[src/rtl/input_debouncer_if.sv]
// Signal bundle between a bouncy raw input source and its debouncer.
// The master drives d_raw and consumes the conditioned outputs.
interface input_debouncer_if;
    logic d_raw;
    logic q;
    logic rise;
    logic fall;
    logic busy;

    modport master (
        output d_raw,
        input  q,
        input  rise,
        input  fall,
        input  busy
    );

    modport slave (
        input  d_raw,
        output q,
        output rise,
        output fall,
        output busy
    );
endinterface

[src/rtl/input_debouncer.sv]
// Synchronizes a raw asynchronous input and accepts a new level only after it
// holds for DEBOUNCE_CYCLES clocks; emits the clean level plus edge pulses.
module input_debouncer #(
    parameter int SYNC_STAGES     = 2,
    parameter int DEBOUNCE_CYCLES = 4,
    parameter int CNT_W           = 16
) (
    input logic             clk,
    input logic             rst_n,
    input_debouncer_if.slave bus
);

    typedef enum logic [1:0] {
        STABLE_LO,
        WAIT_HI,
        STABLE_HI,
        WAIT_LO
    } state_t;

    localparam logic [CNT_W-1:0] CNT_LAST = CNT_W'(DEBOUNCE_CYCLES - 1);

    if (SYNC_STAGES < 2 || SYNC_STAGES > 4) begin : g_bad_sync
        $error("input_debouncer: SYNC_STAGES must be in 2..4");
    end
    if (DEBOUNCE_CYCLES < 1) begin : g_bad_cycles
        $error("input_debouncer: DEBOUNCE_CYCLES must be >= 1");
    end
    if ((longint'(1) << CNT_W) < longint'(DEBOUNCE_CYCLES)) begin : g_bad_cnt_w
        $error("input_debouncer: CNT_W too narrow for DEBOUNCE_CYCLES");
    end

    logic [SYNC_STAGES-1:0] sync_q, sync_d;
    state_t                 state_q, state_d;
    logic [CNT_W-1:0]       cnt_q, cnt_d;
    logic                   q_q, q_d;
    logic                   rise_q, rise_d;
    logic                   fall_q, fall_d;
    logic                   busy_q, busy_d;
    logic                   s;

    assign sync_d = {sync_q[SYNC_STAGES-2:0], bus.d_raw};
    assign s      = sync_q[SYNC_STAGES-1];

    // A WAIT state falls back to its STABLE origin the moment s disagrees.
    always_comb begin
        state_d = state_q;
        cnt_d   = cnt_q;
        q_d     = q_q;
        rise_d  = 1'b0;
        fall_d  = 1'b0;
        case (state_q)
            STABLE_LO: begin
                if (s) begin
                    state_d = WAIT_HI;
                    cnt_d   = '0;
                end
            end
            WAIT_HI: begin
                if (!s) begin
                    state_d = STABLE_LO;
                    cnt_d   = '0;
                end else if (cnt_q == CNT_LAST) begin
                    state_d = STABLE_HI;
                    q_d     = 1'b1;
                    rise_d  = 1'b1;
                    cnt_d   = '0;
                end else begin
                    cnt_d = cnt_q + CNT_W'(1);
                end
            end
            STABLE_HI: begin
                if (!s) begin
                    state_d = WAIT_LO;
                    cnt_d   = '0;
                end
            end
            WAIT_LO: begin
                if (s) begin
                    state_d = STABLE_HI;
                    cnt_d   = '0;
                end else if (cnt_q == CNT_LAST) begin
                    state_d = STABLE_LO;
                    q_d     = 1'b0;
                    fall_d  = 1'b1;
                    cnt_d   = '0;
                end else begin
                    cnt_d = cnt_q + CNT_W'(1);
                end
            end
            default: begin
                state_d = STABLE_LO;
                cnt_d   = '0;
            end
        endcase
        busy_d = (state_d == WAIT_HI) || (state_d == WAIT_LO);
    end

    always_ff @(posedge clk) begin
        if (!rst_n) begin
            sync_q  <= '0;
            state_q <= STABLE_LO;
            cnt_q   <= '0;
            q_q     <= 1'b0;
            rise_q  <= 1'b0;
            fall_q  <= 1'b0;
            busy_q  <= 1'b0;
        end else begin
            sync_q  <= sync_d;
            state_q <= state_d;
            cnt_q   <= cnt_d;
            q_q     <= q_d;
            rise_q  <= rise_d;
            fall_q  <= fall_d;
            busy_q  <= busy_d;
        end
    end

    assign bus.q    = q_q;
    assign bus.rise = rise_q;
    assign bus.fall = fall_q;
    assign bus.busy = busy_q;

endmodule

[src/flat_wrapper.sv]
// flat-port wrapper written by rule: the top's interface ports become plain ports
module input_debouncer_flat 
#(
    parameter int SYNC_STAGES     = 2,
    parameter int DEBOUNCE_CYCLES = 4,
    parameter int CNT_W           = 16
)
  (clk, rst_n, bus_d_raw, bus_q, bus_rise, bus_fall, bus_busy);
  input_debouncer_if bus_i ();
  input logic clk;
  input logic rst_n;
  input wire logic [$bits(bus_i.d_raw)-1:0] bus_d_raw;
  output wire logic [$bits(bus_i.q)-1:0] bus_q;
  output wire logic [$bits(bus_i.rise)-1:0] bus_rise;
  output wire logic [$bits(bus_i.fall)-1:0] bus_fall;
  output wire logic [$bits(bus_i.busy)-1:0] bus_busy;
  assign bus_i.d_raw = bus_d_raw;
  assign bus_q = bus_i.q;
  assign bus_rise = bus_i.rise;
  assign bus_fall = bus_i.fall;
  assign bus_busy = bus_i.busy;
  input_debouncer #(.SYNC_STAGES(SYNC_STAGES), .DEBOUNCE_CYCLES(DEBOUNCE_CYCLES), .CNT_W(CNT_W)) u_core (.clk(clk), .rst_n(rst_n), .bus(bus_i));
endmodule
[config.mk]
export PLATFORM = sky130hd
export DESIGN_NAME = input_debouncer_flat
export DESIGN_NICKNAME = d
export VERILOG_FILES = /design/src/rtl/input_debouncer_if.sv /design/src/rtl/input_debouncer.sv /design/src/flat_wrapper.sv
export SDC_FILE = /design/constraint.sdc
export NUM_CORES = 1
export LEC_CHECK = 0
export ABC_AREA = 1
export CAP_MARGIN = 20
export CORE_AREA = 3 3 74 76
export CTS_CLUSTER_SIZE = 12
export DETAILED_ROUTE_END_ITERATION = 8
export DIE_AREA = 0 0 77 79
export GPL_TIMING_DRIVEN = 0
export SLEW_MARGIN = 40
export SYNTH_ARGS = -nofsm -noshare
export SYNTH_HDL_FRONTEND = slang
export SYNTH_SLANG_ARGS = --single-unit
[constraint.sdc]
create_clock -name clk -period 1.7 [get_ports clk]
set_input_delay 0.425 -clock clk [delete_from_list [all_inputs] [get_ports clk]]
set_output_delay 0.425 -clock clk [all_outputs]
set_load 0.005 [all_outputs]
==> impl_results.md <==
* Mean Syn Cell Area at 6.87 sq um
* Initial core utilization at 25.3%
* Int Power at 0.000726 W
* Dpl ws at 204 ps
* Slew headroom at 85.5%
* Most frequent cell after synthesis: nand2_1
* Ant diodes at 0
* TritonRoute pass-1 iters at 4
* Clk network pwr share at 37.5%
* Setup TNS at 0 ps
* Final Critical Period at 1590 ps
* Final Slew Violations at 0
* Seq pwr share at 57.7%
* Die Y-Extent at 79 um
* Die X at 77 um
* Power Density at 676 nW/um^2
* I/O Buffers at 5
* WP depth at 1
* Layout cells sized above 1 at 15.7%
* Gr usage total at 7.55%
* Main flop type after synthesis: dfxtp_1
* Largest net degree at the start of global routing at 15
* FF-to-FF path depth at 9
* Final setup skew at 7.19 ps
* Comb pwr share at 4.8%
* Min-Delay Path Depth at 2
* Io pins at 7
* Clock Tree Root: clkbuf_8
* Crit path launch type: flop
* Worst Setup End Kind: output pin
* Mapped Nets at 180
* DR iter-0 viols at 25
* WS Path Type: flop to output pin
* Share of the synthesized area in the top cell type at 38.1%
* Util after Layout at 29.1%
* Sequential area share after synthesis at 38.1%
* Cell area after synthesis at 1210 sq um
* Final hold viol count at 0
* Flops & latches, synth at 23
* Leakage power at 0.559 nW
* Syn. warnings at 0
* RSZ-0062 raised after global routing: false
* Post-route DRC violation count at 0
* Max-Cap Viols at 0
* Worst Path Max Fanout at 5
* Total length of routed wires at 2170 um
* Vias in the first global route at 865
* Synth cell types at 20
* CTS tree: built
* FP Rows at 25
* Routed WL per cell at 8.60 um
* Core ar. at 4790 sq um
* Crit-path cells: clkdlybuf4s50_1
* Final nets at 190
* Clock Latency Late Sink at 270 ps
* Critical Path Max Stage Delay at 510 ps
* DIE AREA at 6080 sq um
* Initial antenna violation count at 0
* Top cells by area, synth: dfxtp_1 (38%), nand2_1 (12%), nor2_1 (9.0%)
* Min setup slack post-route at 110 ps
* Fmax at 629 MHz
* Status: finished, final reports clean
* Switching power at 0.000216 W
* Area delta synth->final at 15.2%
* RePlAce Congestion at 0.804
* Vias per cell at 3.95
* CP Buf/Inv Count at 1
* CTS Sinks at 23
* Peak supply drop at 0.366 mV
* Yosys top cell by area: dfxtp_1
* Worst slew pin tran at 217 ps
* Hpwl dp at 1650 um
* Longest Clk Path Bufs at 2
* Sw Share at 22.9%
* Post-synth EDFFs at 0
* CP max-delay cell: clkdlybuf4s50_1
* Total number of vias at 996
* CTS buffer count at 3
* Cell family with most CP delay: buffers and inverters
* Total grt overflow at 0
* Final antenna-violating net count at 0
* Commonest cells in the netlist: nand2_1 (40), nor2_1 (29), dfxtp_1 (23), inv_1 (22), nand3_1 (16)
* Worst path arrival time at 1170 ps
* H-tree depth at 1
* Critical Path RT at 1270 ps
* Cells after synthesis at 176
* Fin crit share at 93.5%
* Share of async-settable or async-resettable flops after synthesis at 0%
* Hold Crit Class: flop to flop
* Worst-path clk slew at 90 ps
* Final setup violation count at 0
* First-pass GRT wire length at 3730 um
[placed cells by master (no fill, tap or decap)]
master           instances
nand2_2                  8
clkdlybuf4s50_1          5
dfxtp_2                  1
o21bai_1                 6
o21ai_0                  3
ha_1                     1
nand3_4                  1
clkbuf_8                 3
nor2_2                   9
dfxtp_1                 22
nor3_1                   2
a21oi_1                  3
inv_1                   22
buf_12                   1
nand2_1                 40
inv_2                    3
buf_4                    1
clkinvlp_4               1
xor2_1                   5
and3_1                   1
nand2_4                  1
nor2_1                  29
nand4_1                  1
nand3_1                 16
[sequential cells by signal, indices dropped and copies added, names as in the netlist]
| register | count |
|---|---|
| u_core.cnt_q | 16 |
| u_core.sync_q | 2 |
| u_core.bus.busy | 1 |
| u_core.bus.fall | 1 |
| u_core.bus.rise | 1 |
| u_core.bus.q | 1 |
| u_core.state_q | 1 |
[what timing repair did]
action,4_1_cts,5_1_grt
setup endpoints to repair,0,1
resized for setup,0,1
hold buffers,0,0
buffers inserted,0,0
[worst paths after layout]
check                                       from          endpoint  slack (ps)
worst max register to register   u_core.cnt_q[0]   u_core.cnt_q[4]         210
worst min register to register  u_core.sync_q[0]  u_core.sync_q[1]         420
worst min-delay path            u_core.sync_q[0]  u_core.sync_q[1]         420
worst max-delay path             u_core.bus.busy          bus_busy         110
[power by group through the flow]
stage | clock network, W | registers [W] | logic, W
global placement | 0 | 0.000556 | 0.0000456
global route | 0.000394 | 0.000544 | 0.0000497
CTS | 0.000369 | 0.000543 | 0.0000457
floorplan | 0 | 0.000556 | 0.0000348
detailed placement | 0 | 0.000556 | 0.0000459
finish | 0.000353 | 0.000543 | 0.0000450
[logic make-up (layout without fill, tap and decap cells)]
logic type / after synthesis / count (layout) / share of synthesized area, %
adders and majority gates: 1 / 1 / 1.03
DFF: 23 / 23 / 38.1
AOI/OAI and AO/OA: 12 / 12 / 6.20
buffers and inverters: 27 / 36 / 10.0
xor gates and xnor gates: 5 / 5 / 3.62
and+or+nand+nor: 108 / 108 / 41.1
[cell type report]
cell class                 instances  area [sq um]
timing repair buffer               5          50.0
inverter                          25          93.8
buffer                             2          27.5
sequential                        23           462
fill                             529          3390
clock buffer                       3          41.3
clock inverter                     1          7.51
tap                               67          83.8
multi-input combinational        126           628
[metal layers]
| metal | up-vias | GRT usage (%) | wire length [um] |
|---|---|---|---|
| li1 | 558 | - | - |
| met1 | 423 | 9.91 | 1140 |
| met2 | 10 | 11.4 | 936 |
| met3 | 5 | 1.36 | 37 |
| met4 | 0 | 4.80 | 55 |
| met5 | - | 0 | 0 |
[per-stage QoR]
stage,power [W],hold WS (ps),std cells,instance area [sq um]
3_5_place_dp,0.000602,400,248,1340
2_1_floorplan,0.000591,390,176,1210
4_1_cts,0.000958,418,252,1390
6_report,0.000942,417,252,1390
3_3_place_gp,0.000602,391,248,1340
5_1_grt,0.000987,435,252,1390
[worst register-to-register path: stages (launching register included)]
cell     delay, ps
dfxtp_1        370
ha_1           220
nand3_1         90
nor2_1         170
nand2_2        120
nand2_2        100
nand2_2         60
nand2_4         80
buf_12         140
nor2_1          50
No activity file was read; power rests on OpenSTA's default activity.
